### src/rtl/ntt_stage_sched_if.sv
// ntt_stage_sched_if: control/strobe bundle between the NTT scheduler
// and the memory, twiddle and write-back datapath.
//   start/stall   : requester -> scheduler
//   busy/done     : scheduler status
//   rd_* / tf_*   : row read and twiddle request
//   wr_*          : row write-back
interface ntt_stage_sched_if #(
   parameter int AW = 6,
   parameter int SW = 2
);
   logic          start;
   logic          stall;
   logic          busy;
   logic          done;
   logic          rd_en;
   logic [AW-1:0] rd_addr;
   logic [SW-1:0] rd_stage;
   logic          tf_req;
   logic [AW-1:0] tf_idx;
   logic          wr_en;
   logic [AW-1:0] wr_addr;
   logic [SW-1:0] wr_stage;

   modport master (
      output start, stall,
      input  busy, done,
      input  rd_en, rd_addr, rd_stage,
      input  tf_req, tf_idx,
      input  wr_en, wr_addr, wr_stage
   );

   modport slave (
      input  start, stall,
      output busy, done,
      output rd_en, rd_addr, rd_stage,
      output tf_req, tf_idx,
      output wr_en, wr_addr, wr_stage
   );
endinterface

### src/rtl/ntt_stage_sched.sv
// ntt_stage_sched: stage-by-stage NTT row sequencer. Issues one row
// read (plus twiddle request) per cycle, delays each read by PIPE_LAT
// cycles to form the write-back, drains between stages, flags done.
// Ports: clk, rst (async active-low), bus (slave modport):
//   start/stall in; busy/done, rd_*/tf_*, wr_* out (all registered).
module ntt_stage_sched #(
   parameter int MA       = 64,
   parameter int STAGES   = 3,
   parameter int PIPE_LAT = 8,
   parameter int AW       = $clog2(MA),
   parameter int SW       = (STAGES > 1) ? $clog2(STAGES) : 1
) (
   input  logic           clk,
   input  logic           rst,
   ntt_stage_sched_if.slave bus
);

   localparam int CW = $clog2(PIPE_LAT + 1) + 1;

   typedef enum logic [2:0] {
      S_IDLE,
      S_ISSUE,
      S_DRAIN,
      S_NEXT,
      S_DONE
   } state_e;

   state_e        state_q, state_d;
   logic [AW-1:0] addr_q, addr_d;
   logic [SW-1:0] stage_q, stage_d;
   logic          all_q, all_d;
   logic [CW-1:0] cnt_q, cnt_d;

   logic          iss;
   logic [AW-1:0] iss_addr;
   logic [SW-1:0] iss_stage;

   logic          rd_en_q, rd_en_d;
   logic [AW-1:0] rd_addr_q, rd_addr_d;
   logic [SW-1:0] rd_stage_q, rd_stage_d;
   logic          busy_q, busy_d;
   logic          done_q, done_d;

   logic          dl_v_q [PIPE_LAT];
   logic [AW-1:0] dl_a_q [PIPE_LAT];
   logic [SW-1:0] dl_s_q [PIPE_LAT];

   logic          wr_en_w;

   assign wr_en_w = dl_v_q[PIPE_LAT-1];

   // Rows in flight after this edge; zero means the last
   // write-back of the stage is the one leaving now.
   assign cnt_d = cnt_q + CW'(rd_en_q) - CW'(wr_en_w);

   // Next-state: the issue decision is made one cycle ahead so
   // the registered read strobe lines up with the ISSUE state.
   always_comb begin
      state_d   = state_q;
      addr_d    = addr_q;
      stage_d   = stage_q;
      all_d     = all_q;
      iss       = 1'b0;
      iss_addr  = addr_q;
      iss_stage = stage_q;
      unique case (state_q)
         S_IDLE, S_DONE: begin
            if (bus.start) begin
               state_d   = S_ISSUE;
               stage_d   = '0;
               iss       = 1'b1;
               iss_addr  = '0;
               iss_stage = '0;
            end
         end
         S_ISSUE: begin
            if (all_q) begin
               state_d = S_DRAIN;
            end else if (!bus.stall) begin
               iss = 1'b1;
            end
         end
         S_DRAIN: begin
            if (cnt_d == '0) begin
               if (stage_q == SW'(STAGES - 1)) begin
                  state_d = S_DONE;
               end else begin
                  state_d = S_NEXT;
               end
            end
         end
         S_NEXT: begin
            state_d   = S_ISSUE;
            stage_d   = stage_q + SW'(1);
            iss       = 1'b1;
            iss_addr  = '0;
            iss_stage = stage_q + SW'(1);
         end
         default: begin
            state_d = S_IDLE;
         end
      endcase
      // Address saturates on the last row; the flag ends issue.
      if (iss) begin
         if (iss_addr == AW'(MA - 1)) begin
            addr_d = iss_addr;
            all_d  = 1'b1;
         end else begin
            addr_d = iss_addr + AW'(1);
            all_d  = 1'b0;
         end
      end
   end

   always_comb begin
      rd_en_d    = iss;
      rd_addr_d  = iss ? iss_addr : rd_addr_q;
      rd_stage_d = iss ? iss_stage : rd_stage_q;
      busy_d     = (state_d == S_ISSUE) ||
                   (state_d == S_DRAIN) ||
                   (state_d == S_NEXT);
      done_d     = (state_d == S_DONE);
   end

   always_ff @(posedge clk or negedge rst) begin
      if (!rst) begin
         state_q    <= S_IDLE;
         addr_q     <= '0;
         stage_q    <= '0;
         all_q      <= 1'b0;
         cnt_q      <= '0;
         rd_en_q    <= 1'b0;
         rd_addr_q  <= '0;
         rd_stage_q <= '0;
         busy_q     <= 1'b0;
         done_q     <= 1'b0;
         for (int i = 0; i < PIPE_LAT; i++) begin
            dl_v_q[i] <= 1'b0;
            dl_a_q[i] <= '0;
            dl_s_q[i] <= '0;
         end
      end else begin
         state_q    <= state_d;
         addr_q     <= addr_d;
         stage_q    <= stage_d;
         all_q      <= all_d;
         cnt_q      <= cnt_d;
         rd_en_q    <= rd_en_d;
         rd_addr_q  <= rd_addr_d;
         rd_stage_q <= rd_stage_d;
         busy_q     <= busy_d;
         done_q     <= done_d;
         dl_v_q[0]  <= rd_en_q;
         dl_a_q[0]  <= rd_addr_q;
         dl_s_q[0]  <= rd_stage_q;
         for (int i = 1; i < PIPE_LAT; i++) begin
            dl_v_q[i] <= dl_v_q[i-1];
            dl_a_q[i] <= dl_a_q[i-1];
            dl_s_q[i] <= dl_s_q[i-1];
         end
      end
   end

   assign bus.busy     = busy_q;
   assign bus.done     = done_q;
   assign bus.rd_en    = rd_en_q;
   assign bus.rd_addr  = rd_addr_q;
   assign bus.rd_stage = rd_stage_q;
   assign bus.tf_req   = rd_en_q;
   assign bus.tf_idx   = rd_addr_q;
   assign bus.wr_en    = wr_en_w;
   assign bus.wr_addr  = dl_a_q[PIPE_LAT-1];
   assign bus.wr_stage = dl_s_q[PIPE_LAT-1];

endmodule

### src/flat_wrapper.sv
// flat-port wrapper written by rule: the top's interface ports become plain ports
module ntt_stage_sched_flat 
#(
   parameter int MA       = 64,
   parameter int STAGES   = 3,
   parameter int PIPE_LAT = 8,
   parameter int AW       = $clog2(MA),
   parameter int SW       = (STAGES > 1) ? $clog2(STAGES) : 1
)
  (clk, rst, bus_start, bus_stall, bus_busy, bus_done, bus_rd_en, bus_rd_addr, bus_rd_stage, bus_tf_req, bus_tf_idx, bus_wr_en, bus_wr_addr, bus_wr_stage);
  ntt_stage_sched_if #(.AW(AW), .SW(SW)) bus_i ();
  input  logic clk;
  input  logic rst;
  input wire logic [$bits(bus_i.start)-1:0] bus_start;
  input wire logic [$bits(bus_i.stall)-1:0] bus_stall;
  output wire logic [$bits(bus_i.busy)-1:0] bus_busy;
  output wire logic [$bits(bus_i.done)-1:0] bus_done;
  output wire logic [$bits(bus_i.rd_en)-1:0] bus_rd_en;
  output wire logic [$bits(bus_i.rd_addr)-1:0] bus_rd_addr;
  output wire logic [$bits(bus_i.rd_stage)-1:0] bus_rd_stage;
  output wire logic [$bits(bus_i.tf_req)-1:0] bus_tf_req;
  output wire logic [$bits(bus_i.tf_idx)-1:0] bus_tf_idx;
  output wire logic [$bits(bus_i.wr_en)-1:0] bus_wr_en;
  output wire logic [$bits(bus_i.wr_addr)-1:0] bus_wr_addr;
  output wire logic [$bits(bus_i.wr_stage)-1:0] bus_wr_stage;
  assign bus_i.start = bus_start;
  assign bus_i.stall = bus_stall;
  assign bus_busy = bus_i.busy;
  assign bus_done = bus_i.done;
  assign bus_rd_en = bus_i.rd_en;
  assign bus_rd_addr = bus_i.rd_addr;
  assign bus_rd_stage = bus_i.rd_stage;
  assign bus_tf_req = bus_i.tf_req;
  assign bus_tf_idx = bus_i.tf_idx;
  assign bus_wr_en = bus_i.wr_en;
  assign bus_wr_addr = bus_i.wr_addr;
  assign bus_wr_stage = bus_i.wr_stage;
  ntt_stage_sched #(.MA(MA), .STAGES(STAGES), .PIPE_LAT(PIPE_LAT), .AW(AW), .SW(SW)) u_core (.clk(clk), .rst(rst), .bus(bus_i));
endmodule
### config.mk
export PLATFORM = sky130hd
export DESIGN_NAME = ntt_stage_sched_flat
export DESIGN_NICKNAME = d
export VERILOG_FILES = /design/src/rtl/ntt_stage_sched_if.sv /design/src/rtl/ntt_stage_sched.sv /design/src/flat_wrapper.sv
export SDC_FILE = /design/constraint.sdc
export NUM_CORES = 1
export LEC_CHECK = 0
export BUFFER_PORTS_ARGS = -buffer_cell sky130_fd_sc_hd__buf_2
export CAP_MARGIN = 20
export CORE_MARGIN = 4
export CORE_UTILIZATION = 38
export DETAILED_ROUTE_END_ITERATION = 6
export GPL_TIMING_DRIVEN = 0
export HOLD_SLACK_MARGIN = 0.03
export PLACE_DENSITY = 0.58
export SYNTH_ARGS = -nofsm -noshare
export SYNTH_HDL_FRONTEND = slang
export SYNTH_SLANG_ARGS = --single-unit
### constraint.sdc
create_clock -name clk -period 2.2 [get_ports clk]
set_clock_uncertainty 0.15 [all_clocks]
set_input_delay 0.44 -clock clk [delete_from_list [all_inputs] [get_ports clk]]
set_output_delay 0.44 -clock clk [all_outputs]
set_load 0.02 [all_outputs]
* After elaboration in Yosys (flattened, before gate mapping)
Index checks and enable logic that the tools add are counted.
** Word-level totals
- Flip-flop bits (word level) :: 100
- Output and inout bits :: 27
** Operators by class
- $add $sub $neg :: 4
- Equality and inequality tests :: 10
- Muxes and demuxes :: 15
- Reductions and logical operators :: 5
** Operator list (number)
- $eq 3x2->1 const B :: 4
- $mux 3 :: 4
- $mux 6 :: 2
- $pmux 3 s4 :: 1
- $pmux 6 s2 :: 1
- $add 6x1->6 const B :: 1
- $eq 3x1->1 const B :: 2
- $eq 3x3->1 const B :: 2
- $eq 6x6->1 const B :: 1
- $add 5x1->5 :: 1
- $logic_not 5->1 :: 1
- $sub 5x1->5 :: 1
- $mux 1 :: 4
- $pmux 2 s2 :: 1
- $logic_not 3->1 :: 1
- $pmux 1 s3 :: 1
- $add 2x1->2 const B :: 1
- $eq 2x2->1 const B :: 1
- $logic_or 1x1->1 :: 2
- $mux 2 :: 1
- $reduce_or 2->1 :: 1

* Depth between registers and ports, before layout
- Depth in word-level cells :: 8
- Mapped depth :: 12

* Least setup slack after synthesis
No wires, ideal clock.
- Kind :: register to register
- From :: register u_core.rd_en_q, in the netlist u_core.bus.rd_en
- To :: register u_core.busy_q, in the netlist u_core.bus.busy
- Library setup time :: 0.128 ns
- Arrival time :: 2.221 ns
- Path slack :: -0.299 ns
- Cell stages (with the launch flop) :: 12
- Path buffers :: 0
- Period minus slack after synthesis :: 2.499 ns
- Cells stage by stage :: dfrtp_1 > inv_1 > ha_1 > inv_1 > ha_1 > inv_1 > fa_1 > nand2b_1 > a21oi_1 > xor2_1 > and4_1 > o31ai_1
** Between the ends
- Cells in the longest elaborated chain, start to end :: 8
** RTL lines
- start: declaration :: line ntt_stage_sched.sv:38 : logic rd_en_q, rd_en_d;
- start signal: assignment :: line ntt_stage_sched.sv:148 : rd_en_q <= rd_en_d;
- $add 5x1->5 (*) :: line ntt_stage_sched.sv:54 : assign cnt_d = cnt_q + CW'(rd_en_q) - CW'(wr_en_w);
- $sub 5x1->5 (*) :: line ntt_stage_sched.sv:54
- $logic_not 5->1 (*) :: line ntt_stage_sched.sv:84 : if (cnt_d == '0) begin
- $mux 3 (*) :: line ntt_stage_sched.sv:84
- $pmux 3 s4 (*) :: line ntt_stage_sched.sv:66 : unique case (state_q)
- $eq 3x1->1 / $eq 3x2->1 (equally long branches) :: line ntt_stage_sched.sv:119, ntt_stage_sched.sv:120
- $logic_or 1x1->1 :: line ntt_stage_sched.sv:119 : busy_d = (state_d == S_ISSUE) ||
- $logic_or 1x1->1 (*) :: line ntt_stage_sched.sv:120 : (state_d == S_DRAIN) ||
- net u_core.busy_d :: line ntt_stage_sched.sv:41 : logic busy_q, busy_d;
- end signal: assignment :: line ntt_stage_sched.sv:151 : busy_q <= busy_d;
- end: declaration :: line ntt_stage_sched.sv:41
The timed path passes the listed nets; every way through them passes the cells marked *.
A chain may end at the register's enable or synchronous reset.

* Worst setup path after layout
- From :: register u_core.rd_en_q, in the netlist u_core.bus.rd_en
- To :: register u_core.busy_q, in the netlist u_core.bus.busy
** Between the ends
- Cells in the longest elaborated chain, start to end :: 8
** RTL lines
- $add 5x1->5 (*) :: line ntt_stage_sched.sv:54
- $sub 5x1->5 (*) :: line ntt_stage_sched.sv:54
- net u_core.cnt_d[1] :: line ntt_stage_sched.sv:32 : logic [CW-1:0] cnt_q, cnt_d;
- $logic_not 5->1 (*) :: line ntt_stage_sched.sv:84
- $mux 3 (*) :: line ntt_stage_sched.sv:84
- $pmux 3 s4 (*) :: line ntt_stage_sched.sv:66
- $eq 3x1->1 / $eq 3x2->1 (equally long branches) :: line ntt_stage_sched.sv:119, ntt_stage_sched.sv:120
- $logic_or 1x1->1 :: line ntt_stage_sched.sv:119
- $logic_or 1x1->1 (*) :: line ntt_stage_sched.sv:120
- net u_core.busy_d :: line ntt_stage_sched.sv:41
Marks and branches as above.

==> qor.txt <==
Layout area overhead -> 23.4%
Max-cap violations -> 0
CP max stage delay -> 0.51 ns
hold depth -> 0
vias in the first global route -> 1,781
Peak VDD IR -> 0.000770 V
Final min period -> 2.32 ns
Num CTS Buffers -> 9
synth top area cells -> dfrtp_1 (74%), buf_4 (3.6%), nand2_1 (2.7%)
CTS tree -> built
drt first-iter violations -> 77
Post-synth EDFFs -> 0
Die X -> 102 um
R2R Path Start -> u_core.bus.rd_en
hold_ws -> 0.197 ns
R2R Setup Slk -> -0.12 ns
Non-Filler Cell Area, Final -> 4150 um^2
r2r worst-path depth -> 10
CP startpoint -> u_core.bus.rd_en
clk root buf -> clkbuf_8
Synth Area per Inst -> 14.6 um^2
Distinct cells, synth -> 35
clk sinks -> 100
Final GP Congestion -> 0.792
Initial Utilization -> 38.7%
clk_lat worst skew -> 0.35 ns
TritonRoute pass-1 iters -> 4
cell taking the most area after synthesis -> dfrtp_1
failing checks -> negative setup slack
count of pins over their slew limit -> 0
Layout Nets -> 304
mapped cell area -> 3360 um^2
Hold Crit Class -> reg -> reg
outcome -> finished, violations left
Setup CP Type -> reg -> reg
Antenna Violating Nets Remaining -> 0
initial antenna violation count -> 0
top cell type's share of synthesized area -> 74.4%
core box area -> 8680 um^2
die area -> 10,400 um^2
sequential area share after synthesis -> 74.4%
fraction of registers with async set/reset -> 100%
unrepaired setup endpoints after global routing -> true
Final period util -> 105%
CP required -> 2.29 ns
layout cells sized above 1 -> 39.1%
Vias -> 1,802
Yosys warning count -> 0
final wirelength -> 4820 um
crit-path cells -> inv_2 -> ha_4 -> inv_2 -> ha_4 -> inv_2 -> fa_2 -> inv_1 -> nor3_2 -> and4_4 -> o31ai_2
Via density -> 4.45
Synth Instances -> 230
GR Overflow Total -> 0
Final Setup Violations -> 4
# IOs -> 31
register bit total from synthesis -> 100
Hold Crit Start -> u_core.dl_a_q[42]
CP max stage cell -> fa_2
highest-count cells in the layout ignoring fill and taps -> dfrtp_1 (98), buf_4 (37), buf_2 (30), nand2_1 (22), inv_1 (10)
Critical Path AT -> 2.40 ns
placed cell area -> 3710 um^2
die height -> 102 um
worst-margin pin slew -> 0.518 ns
# H-tree levels -> 3
Setup WS post-layout -> -0.115 ns
CP endpoint kind -> flop
Diodes inserted -> 0
max frequency -> 432 MHz
first-pass GRT wire length -> 8540 um
Post-route DRC -> 0
largest net degree at the start of global routing -> 63
hold path endpoint -> u_core.dl_a_q[36]
Static Leak -> 2.13 nW
Rel. slew slack -> 65.4%
Pwr Density -> 1500 nW/um^2
I/O Buffers -> 30
ys flop type -> dfrtp_1
Clock Path Buffers -> 2
Worst path most repeated cell -> inv_2
Post-Syn Nets -> 242
clock-pin slew on the worst setup and hold paths -> 0.10 ns
Reg2Reg Capture Point -> u_core.bus.busy
crit path max fanout -> 4
FP Rows -> 34
post-layout util -> 47.8%
drt wl/cell -> 11.9 um
commonest non-fill, non-tap cell in the layout -> dfrtp_1
DP Wirelength -> 2900 um
overall routing resource usage -> 10.7%
final hold vios -> 0
CP Launch Type -> flop
## synthesized netlist by cell type (3+ instances only)
cell	n
a21o_1	3
buf_4	16
nand4_1	3
o21ai_0	6
nor2_1	8
nand2_1	24
a21oi_1	10
dfrtp_1	100
inv_1	16
buf_6	3
ha_1	7
xor2_1	3
## final cells by class
| cell class | instances | area [um^2] |
|---|---|---|
| buffer | 17 | 129 |
| clock buffer | 9 | 124 |
| clock inverter | 7 | 81.3 |
| fill | 781 | 4530 |
| inverter | 17 | 63.8 |
| multi-input combinational | 93 | 751 |
| sequential | 100 | 2500 |
| tap | 108 | 135 |
| timing repair buffer | 54 | 359 |
## report_power, final
part / total [mW] / switching (mW) / internal, mW / leakage [nW]
Sequential: 2.69 / 0.261 / 2.43 / 1.31
Combinational: 2.35 / 1.23 / 1.12 / 0.726
Clock: 1.17 / 0.629 / 0.544 / 0.101
Total: 6.21 / 2.12 / 4.09 / 2.13
## per-stage QoR
stage	setup WS (ns)	TNS [ns]	instances	total power, mW
final	-0.115	-0.444	405	6.21
after CTS	-0.242	-0.899	405	6.14
after global placement	-0.630	-47.10	368	4.42
after floorplan	-0.155	-0.583	230	4.04
after global routing	-0.251	-1.47	405	6.72
after detailed placement	-0.283	-1.86	369	4.51
## worst max-delay path by stage
stage                     cells after the start                 to
after floorplan                              11    u_core.bus.busy
after global placement                        1   u_core.bus.rd_en
after detailed placement                     10  u_core.state_q[1]
after CTS                                    11  u_core.state_q[1]
after global routing                         11  u_core.state_q[2]
final                                        10    u_core.bus.busy
## flip-flops by register name (all words and copies together), names as in the netlist, 2 cells and up
name,count
u_core.dl_s_q,14
u_core.state_q,3
u_core.dl_a_q,42
u_core.dl_v_q,7
u_core.addr_q,6
u_core.bus.wr_addr,6
u_core.stage_q,2
u_core.bus.wr_stage,2
u_core.bus.rd_addr,6
u_core.bus.rd_stage,2
u_core.cnt_q,5
## worst max-delay path, delay by kind of cell (launching register included)
family	cells	cell delay (ns)
compound gates	1	0.07
fa+ha+maj	3	0.82
flops	1	0.42
buf+inv	4	0.22
simple gates	2	0.53
## cell families (layout without fill, tap and decap cells)
kind of cell	count (synthesis)	in the layout	share of synthesized area [%]
simple gates	48	48	7.11
buf+inv	37	104	6.62
fa+ha+maj	8	8	3.20
xor+xnor	5	5	1.30
compound gates	30	30	6.74
flops	100	100	74.4
mux	2	2	0.595
## layer usage
layer | wire length, um | share of wire (%) | GRT usage, % | up-vias
li1 | - | - | - | 862
met1 | 2120 | 44 | 13.7 | 894
met5 | 0 | 0 | 0 | -
met4 | 53 | 1.1 | 3.13 | 0
met3 | 257 | 5.3 | 4.10 | 6
met2 | 2390 | 50 | 17.1 | 40
## what timing repair did
| item | CTS | global route |
|---|---|---|
| resized for setup | 16 | 5 |
| hold buffers | 1 | 0 |
| hold endpoints to repair | 38 | 0 |
| pin swaps | 12 | 5 |
| gates cloned | 0 | 0 |
| setup endpoints to repair | 12 | 13 |
| setup buffers | 20 | 3 |
(Power assumes the default switching activity.)
